`src/rtl/mem_pkg.sv`:
```
// rtl/mem_pkg.sv - shared block-memory widths, footer layout and write-arbiter state type
package mem_pkg;

    localparam int ADDR_W       = 8;
    localparam int FOOTER_BITS  = 16;
    localparam int PAYLOAD_BITS = 48;
    localparam int BLOCK_BITS   = PAYLOAD_BITS + FOOTER_BITS;

    typedef struct packed {
        logic [7:0] seq;
        logic [7:0] crc8;
    } footer_t;

    typedef enum logic [1:0] {
        IDLE,
        GRANT,
        CAPTURE,
        OUT
    } arb_state_t;

    // Footer occupies the low bits so the payload stays MSB-aligned in memory.
    function automatic logic [BLOCK_BITS-1:0] pack_block(
        input logic [PAYLOAD_BITS-1:0] payload,
        input footer_t                 footer
    );
        return {payload, footer};
    endfunction

endpackage

```
`src/rtl/rr_arbiter.sv`:
```
// rtl/rr_arbiter.sv - combinational round-robin pick: first requester at or after pointer, wrapping
module rr_arbiter #(
    parameter int N = 4
) (
    input  logic [N-1:0]         req,
    input  logic [$clog2(N)-1:0] pointer,
    output logic                 valid,
    output logic [$clog2(N)-1:0] index
);

    localparam int IW = $clog2(N);

    logic [2*N-1:0] req_dbl;
    logic [N-1:0]   rot;
    logic [IW:0]    sum;

    // Doubling the vector turns the wrap-around search into a plain slice.
    assign req_dbl = {req, req};
    assign rot     = req_dbl[pointer +: N];

    // Descending scan: the lowest rotated offset is assigned last and wins.
    always_comb begin
        valid = 1'b0;
        index = '0;
        sum   = '0;
        for (int k = N - 1; k >= 0; k--) begin
            if (rot[k]) begin
                valid = 1'b1;
                sum   = {1'b0, pointer} + (IW+1)'(k);
                index = (sum >= (IW+1)'(N)) ? IW'(sum - (IW+1)'(N)) : IW'(sum);
            end
        end
    end

endmodule

```
`src/rtl/mem_write_arb.sv`:
```
// rtl/mem_write_arb.sv - round-robin arbiter funnelling NUM_PORTS block writers into one block memory
// Per-port accepted-write counters exist only with MEM_WRITE_ARB_STATS_EN defined.
module mem_write_arb
    import mem_pkg::*;
#(
    parameter int NUM_PORTS = 4
) (
    input  logic                            clk,
    input  logic                            rst_n,
    input  logic [NUM_PORTS-1:0]            port_req_i,
    output logic [NUM_PORTS-1:0]            port_ready_o,
    input  logic [NUM_PORTS-1:0]            port_we_i,
    input  logic [NUM_PORTS*ADDR_W-1:0]     port_addr_i,
    input  logic [NUM_PORTS*BLOCK_BITS-1:0] port_wdata_i,
    input  logic                            mem_ready_i,
    output logic                            mem_we_o,
    output logic [ADDR_W-1:0]               mem_addr_o,
    output logic [BLOCK_BITS-1:0]           mem_wdata_o,
    output logic [$clog2(NUM_PORTS)-1:0]    grant_idx_o,
    output logic                            proto_err_o
`ifdef MEM_WRITE_ARB_STATS_EN
    ,
    output logic [NUM_PORTS*16-1:0]         wr_cnt_o
`endif
);

    localparam int IDX_W = $clog2(NUM_PORTS);

    arb_state_t            state;
    logic [IDX_W-1:0]      grant_q;
    logic [IDX_W-1:0]      rr_ptr;
    logic                  rr_valid;
    logic [IDX_W-1:0]      rr_idx;
    logic [NUM_PORTS-1:0]  win_onehot;
    logic [NUM_PORTS-1:0]  grant_onehot;
    logic [NUM_PORTS-1:0]  we_ok;
    logic [IDX_W-1:0]      next_ptr;
    logic [ADDR_W-1:0]     addr_arr  [NUM_PORTS];
    logic [BLOCK_BITS-1:0] wdata_arr [NUM_PORTS];

    for (genvar g = 0; g < NUM_PORTS; g++) begin : g_unpack
        assign addr_arr[g]  = port_addr_i[g*ADDR_W +: ADDR_W];
        assign wdata_arr[g] = port_wdata_i[g*BLOCK_BITS +: BLOCK_BITS];
    end

    rr_arbiter #(
        .N(NUM_PORTS)
    ) u_rr (
        .req     (port_req_i),
        .pointer (rr_ptr),
        .valid   (rr_valid),
        .index   (rr_idx)
    );

    assign win_onehot   = {{(NUM_PORTS-1){1'b0}}, 1'b1} << rr_idx;
    assign grant_onehot = {{(NUM_PORTS-1){1'b0}}, 1'b1} << grant_q;
    // Only the granted client's strobe during CAPTURE is legal; anything else is flagged.
    assign we_ok        = (state == CAPTURE) ? grant_onehot : '0;
    assign next_ptr     = (grant_q == IDX_W'(NUM_PORTS - 1)) ? '0 : grant_q + IDX_W'(1);
    assign grant_idx_o  = grant_q;

    always_ff @(posedge clk or negedge rst_n) begin
        if (!rst_n) begin
            state        <= IDLE;
            rr_ptr       <= '0;
            grant_q      <= '0;
            port_ready_o <= '0;
            mem_we_o     <= 1'b0;
            mem_addr_o   <= '0;
            mem_wdata_o  <= '0;
            proto_err_o  <= 1'b0;
        end else begin
            port_ready_o <= '0;
            proto_err_o  <= |(port_we_i & ~we_ok);
            case (state)
                IDLE: begin
                    if (rr_valid) begin
                        grant_q      <= rr_idx;
                        port_ready_o <= win_onehot;
                        state        <= GRANT;
                    end
                end
                GRANT: begin
                    rr_ptr <= next_ptr;
                    state  <= CAPTURE;
                end
                CAPTURE: begin
                    if (port_we_i[grant_q]) begin
                        mem_we_o    <= 1'b1;
                        mem_addr_o  <= addr_arr[grant_q];
                        mem_wdata_o <= wdata_arr[grant_q];
                        state       <= OUT;
                    end else begin
                        state <= IDLE;
                    end
                end
                OUT: begin
                    if (mem_ready_i) begin
                        mem_we_o    <= 1'b0;
                        mem_addr_o  <= '0;
                        mem_wdata_o <= '0;
                        // Chaining straight into GRANT is what keeps the 3-cycle write rate.
                        if (rr_valid) begin
                            grant_q      <= rr_idx;
                            port_ready_o <= win_onehot;
                            state        <= GRANT;
                        end else begin
                            state <= IDLE;
                        end
                    end
                end
                default: state <= IDLE;
            endcase
        end
    end

`ifdef MEM_WRITE_ARB_STATS_EN
    logic [15:0] wr_cnt [NUM_PORTS];

    always_ff @(posedge clk or negedge rst_n) begin
        if (!rst_n) begin
            for (int i = 0; i < NUM_PORTS; i++) begin
                wr_cnt[i] <= '0;
            end
        end else if (state == OUT && mem_ready_i && wr_cnt[grant_q] != 16'hFFFF) begin
            wr_cnt[grant_q] <= wr_cnt[grant_q] + 16'd1;
        end
    end

    for (genvar g = 0; g < NUM_PORTS; g++) begin : g_cnt
        assign wr_cnt_o[g*16 +: 16] = wr_cnt[g];
    end
`endif

endmodule

```
`config.mk`:
```
export PLATFORM = sky130hd
export DESIGN_NAME = mem_write_arb
export DESIGN_NICKNAME = d
export VERILOG_FILES = /design/src/rtl/mem_pkg.sv /design/src/rtl/rr_arbiter.sv /design/src/rtl/mem_write_arb.sv
export SDC_FILE = /design/constraint.sdc
export NUM_CORES = 1
export LEC_CHECK = 0
export CAP_MARGIN = 5
export CELL_PAD_IN_SITES_DETAIL_PLACEMENT = 1
export CELL_PAD_IN_SITES_GLOBAL_PLACEMENT = 1
export CORE_ASPECT_RATIO = 0.7
export CORE_UTILIZATION = 26
export DETAILED_ROUTE_END_ITERATION = 7
export PLACE_DENSITY_LB_ADDON = 0.1
export SYNTH_ARGS = -nofsm -noshare
export SYNTH_HDL_FRONTEND = slang
export SYNTH_HIERARCHICAL = 1
export SYNTH_SLANG_ARGS = --single-unit
```
`constraint.sdc`:
```
create_clock -name clk -period 2.12 [get_ports clk]
set_input_delay 0.212 -clock clk [delete_from_list [all_inputs] [get_ports clk]]
set_output_delay 0.212 -clock clk [all_outputs]
set_load 0.01 [all_outputs]
```
# Word level (Yosys, flattened, before mapping)

Index checks and enable logic that the tools add are counted.

Flip-flop bits (word level): 84
Input bits: 299
Output and inout port bits: 80
Word-level logic and storage cells: 84

Add/sub/neg operators: 8
Order comparisons: 6
Equal/unequal tests: 7
Shift operators: 3
Multiplexer cells: 42
Bitwise gates (word level): 3
Reductions and logical operators: 7

Operator list:

| operator                                                  | count |
|---|---|
| two-way mux 64 bit                                        | 4 |
| binary-select mux 64 bit (select 2 bit)                   | 1 |
| case mux 64 bit (2 select lines)                          | 1 |
| two-way mux 8 bit                                         | 4 |
| two-way mux 2 bit                                         | 14 |
| binary-select mux 8 bit (select 2 bit)                    | 1 |
| case mux 8 bit (2 select lines)                           | 1 |
| greater-or-equal comparator 3 bit (second input constant) | 4 |
| two-way mux 4 bit                                         | 3 |
| two-way mux 1 bit                                         | 8 |
| case mux 2 bit (4 select lines)                           | 1 |
| case mux 4 bit (2 select lines)                           | 1 |
| indexed part select 8 x 3 -> 4 bit                        | 1 |
| left shift 1 x 2 -> 4 bit (first input constant)          | 2 |
| subtractor 2 x 1 -> 2 bit (second input constant)         | 4 |
| adder 2 x 2 -> 3 bit (second input constant)              | 2 |
| equality test 2 bit (second input constant)               | 3 |
| bitwise AND 4 bit                                         | 1 |
| inequality test 2 bit (second input constant)             | 2 |
| NOT 4 bit                                                 | 1 |
| case mux 2 bit (2 select lines)                           | 1 |
| AND reduction 2 bit                                       | 2 |
| nonzero test 2 bit                                        | 2 |
| OR reduction 4 bit                                        | 1 |
| 11 further kinds                                          | 11 |

# Longest topological paths before layout

Depth after elaboration: 11
Depth in mapped cells: 8
Depth with buffers taken out: 5

# Modules after synthesis

Netlist, hierarchy kept.

By module, submodules not included:

| module        | instances | cells an instance | area an instance (µm²) | sequential area each (µm²) |
|---|---|---|---|---|
| mem_write_arb | 1         | 311               | 5003.5                 | 2102.0 |
| rr_arbiter    | 1         | 15                | 77.6                   | 0.0 |

# Least setup slack after synthesis

OpenSTA, ideal clock, no wires.

Path kind: register to register
From: reg grant_q[0], in the netlist grant_idx_o[0]
To: reg mem_addr_o[0]
Library setup time: 121 ps
Arrival time: 1809 ps
Data required time: 1999 ps
Path slack: 190 ps
Stages on the path, launching flop included: 6
Buffers on the path: 3
Clock period less this slack: 1930 ps
Path through: dfrtp_1 buf_2 buf_2 buf_2 mux4_2 a22o_1

Cells in the longest elaborated chain, start to end: 6
Elaborated cells between the ends (all ways): 10
Those cells by class: eq/ne (1); mux (7); bitwise (1); reduce/logical (1)

RTL lines:

| item                                                  | RTL line             | text |
|---|---|---|
| start: declaration                                    | mem_write_arb.sv:30  | `logic [IDX_W-1:0] grant_q;` |
| start signal: assignment                              | mem_write_arb.sv:78  | `grant_q <= rr_idx;` |
| start signal: assignment                              | mem_write_arb.sv:104 | `grant_q <= rr_idx;` |
| NOT 2 -> 3 bit (not written as such)                  | mem_write_arb.sv:90  | `mem_addr_o <= addr_arr[grant_q];` |
| binary-select mux 8 bit (select 2 bit)                | mem_write_arb.sv:90  |  |
| two-way mux 8 bit (not written as such) (2 in series) | mem_write_arb.sv:90  |  |
| two-way mux 8 bit                                     | mem_write_arb.sv:88  | `if (port_we_i[grant_q]) begin` |
| case mux 8 bit (2 select lines)                       | mem_write_arb.sv:75  | `case (state)` |
| end signal: assignment                                | mem_write_arb.sv:90  |  |
| end: declaration                                      | mem_write_arb.sv:17  | `output logic [ADDR_W-1:0] mem_addr_o,` |

Parallel ways exist; a longest one is shown, timed or not. The select of a mux whose other input is x is not followed.
A chain may end at the register's enable or synchronous reset.

# Final worst setup path

From: reg grant_q[1], in the netlist grant_idx_o[1]
To: out grant_idx_o[1]

RTL lines:

| item             | RTL line            | text |
|---|---|---|
| end: declaration | mem_write_arb.sv:19 | `output logic [$clog2(NUM_PORTS)-1:0] grant_idx_o,` |

No word-level cell between the ends.

==> impl_metrics.py <==
metrics = {
    "grt": {
        "grt_pass1_vias": 5257,
        "grt_antenna_before_repair": 3,
        "grt_max_degree": 78,
        "grt_usage": 0.211,
        "overflow": 0,
        "grt_pass1_wl_um": 31600,
    },
    "logic_synthesis": {
        "synth_compound_gate_area_share": 0.149,
        "synth_top_family_by_area": "multiplexers",
        "syn-num-nets": 633,
        "syn_area_per_cell_sq_um": 15.6,
        "yosys.area.top_type": "dfrtp_1",
        "post-synth-top-count-cell": "dfrtp_1",
        "synthMuxAreaShare": 0.337,
        "synthTopCellsByArea": "dfrtp_1 (41%), mux4_2 (32%), a22o_1 (12%), buf_6 (3.3%), ha_1 (2.0%)",
        "synth_adder_area_share": 0.0197,
        "synth_top_area_frac": 0.414,
        "synth_xor_area_frac": 0,
        "async_reset_ff_frac": 1.00,
        "yosysUniqueCellTypes": 29,
        "synth_cells": 326,
        "netlist_area_sq_um": 5080,
        "yosys_warnings": 6,
        "synth-seq-cells": 84,
        "synth_edf_count": 0,
        "synth_sequential_area_ratio": 0.414,
        "synthFlopType": "dfrtp_1",
        "synth_common_cells": "dfrtp_1 (84), mux4_2 (73), a22o_1 (72), buf_6 (15), inv_1 (10)",
        "synth-simple-area-share": 0.0249,
    },
    "clock_tree": {
        "cts_sinks": 84,
        "insertion_delay_ps": 340,
        "cts_tree": "built",
        "cts-buffers-inserted": 9,
        "clockBufferDepth": 2,
        "cts_root_buffer": "clkbuf_16",
        "post_cts_buffers": 0,
        "cts.clk_slew.worst_paths_ps": 60,
        "cts_max_level": 3,
    },
    "sta": {
        "finalSetupViolCount": 0,
        "finalCritPeriodShare": 0.941,
        "skew_ps": 4.86,
        "slew-limit-headroom": 0.594,
        "setup_tns_ps": 0,
        "slew_viol_final": 0,
        "hold_viol": 0,
        "tightest_slew_ps": 610,
        "fmax_ghz": 0.501,
        "holdWs_ps": 423,
        "period_minus_slack_ps": 1990,
        "rsz0062_at_grt": "false",
    },
    "place": {
        "place.gp.congestion": 0.782,
        "numPortBuffers": 378,
        "place_area_sq_um": 9090,
        "dpl.cell_count": 943,
        "hpwlAfterDp_um": 16800,
    },
    "die": {
        "die-area_sq_um": 20100,
        "initial_core_util": 0.267,
        "die_w_um": 169,
        "rows": 42,
        "die_y_um": 119,
        "ios": 379,
        "coreArea_sq_um": 19000,
    },
    "worst_setup_path": {
        "critical_path_class": "register to primary output",
        "critPathRequiredTime_ps": 1910,
        "crit_fanout": 77,
        "start_kind": "register",
        "crit_path_end_kind": "primary output",
        "cp.arrival_ps": 1780,
    },
    "cells_and_area": {
        "stdcell_area_sq_um": 9420,
        "layout.cells.non_filler": 962,
        "multi_input_area_sq_um": 2700,
        "fillers": 1938,
        "drive_gt1_frac": 0.155,
        "regArea_sq_um": 2110,
        "nNetsFinal": 998,
        "area_delta_synth_final_pct": 85.4,
    },
    "routing": {
        "drt_first_pass_iters": 5,
        "wirelength_um": 21100,
        "num_vias": 4719,
        "drcViolationCount": 0,
        "initialDrtViolationCount": 195,
        "antenna_left": 0,
        "wire_per_inst_um": 22.0,
        "vias_per_cell": 4.91,
    },
    "worst_hold_path": {
        "worstHoldPathType": "input pin to async pin",
    },
    "pwr": {
        "powerDensity_nw_per_um2": 1230,
        "ir_drop_mv": 0.755,
        "p_leak_nw": 3.68,
    },
    "run": {
        "max_cap_viol_count": 0,
    },
    "outcome": {
        "outcome": "completed",
    },
}
==> critical path: stages (launching register included) <==
cell	delay, ps
dfrtp_4	430
buf_12	380
clkdlybuf4s50_1	630
==> per-stage QoR <==
step | setup WS (ps) | power, mW | util
final | 126 | 11.6 | 0.495
after CTS | 67.9 | 11.8 | 0.495
after global routing | 8.68 | 12.3 | 0.495
after global placement | 114 | 9.84 | 0.478
after floorplan | 190 | 6.94 | -
after detailed placement | 89.1 | 10.0 | 0.478
==> final cells by class <==
| cell class | count | area share |
|---|---|---|
| timing repair buffer | 387 | 0.417 |
| tap | 264 | 0.0351 |
| sequential | 84 | 0.224 |
| clock inverter | 7 | 0.00943 |
| multi-input combinational | 199 | 0.286 |
| inverter | 10 | 0.00398 |
| clock buffer | 9 | 0.0239 |
| antenna | 2 | 0.000531 |
==> final timing paths <==
kind	slack (ps)	from	cells past startpoint	to
max	130	grant_idx_o[1]	2	grant_idx_o[1]
max reg2reg	170	state[0]	6	mem_wdata_o[26]
max in group asynchronous	1010	rst_n	3	mem_wdata_o[55]
min	420	rst_n	2	mem_wdata_o[49]
min reg2reg	510	mem_wdata_o[40]	1	mem_wdata_o[40]
min in group clk	510	mem_wdata_o[40]	1	mem_wdata_o[40]
==> timing repair <==
action	in CTS	in global routing
endpoints found under the hold margin	42	0
resized for setup	0	0
hold buffers	1	0
==> power by group <==
group	total, mW	internal, mW	switching, mW	leakage (nW)
Sequential	2.93	2.41	0.521	1.10
Clock	1.68	1.03	0.657	0.159
Combinational	6.95	4.01	2.94	2.42
==> cell usage in the layout (no fill, tap or decap), drive strengths merged <==
| cell | Yosys | layout |
|---|---|---|
| nand3 | 1 | 1 |
| dfrtp | 84 | 84 |
| clkinv | 0 | 4 |
| nor3 | 2 | 2 |
| nand2b | 2 | 2 |
| nor4bb | 2 | 2 |
| and4b | 1 | 1 |
| mux4 | 73 | 73 |
| mux2 | 6 | 6 |
| o221ai | 1 | 1 |
| ha | 8 | 8 |
| o2bb2ai | 1 | 1 |
| diode | 0 | 2 |
| clkbuf | 9 | 9 |
| inv | 10 | 11 |
| nor2 | 2 | 2 |
| a21oi | 7 | 7 |
| clkdlybuf4s50 | 0 | 377 |
| a22o | 72 | 72 |
| nand2 | 7 | 7 |
| dlygate4sd3 | 0 | 1 |
| nor3b | 1 | 1 |
| nor4b | 1 | 1 |
| a22oi | 2 | 2 |
| a21boi | 1 | 1 |
| a2bb2oi | 1 | 1 |
| nor2b | 3 | 3 |
| bufinv | 0 | 2 |
| a221o | 1 | 1 |
| buf | 24 | 9 |
| o21ai | 4 | 4 |
==> cell families after synthesis <==
logic type      after synthesis
mux                          79
fa+ha+maj                     8
simple gates                 22
flops                        84
buf+inv                      43
compound gates               90
==> state kept, by name (all words and copies together) (netlist names) <==
| name | flops |
|---|---|
| mem_we_o | 1 |
| grant_idx_o | 2 |
| mem_addr_o | 8 |
| proto_err_o | 1 |
| rr_ptr | 2 |
| state | 2 |
| port_ready_o | 4 |
| mem_wdata_o | 64 |
==> routing by layer <==
metal	vias up	global-route usage	part of all wire
met3	20	0.0661	0.077
met2	199	0.397	0.54
met1	2406	0.229	0.37
met4	2	0.0501	0.015
li1	2092	-	-
met5	-	0	0.00061
(Power assumes the default switching activity.)
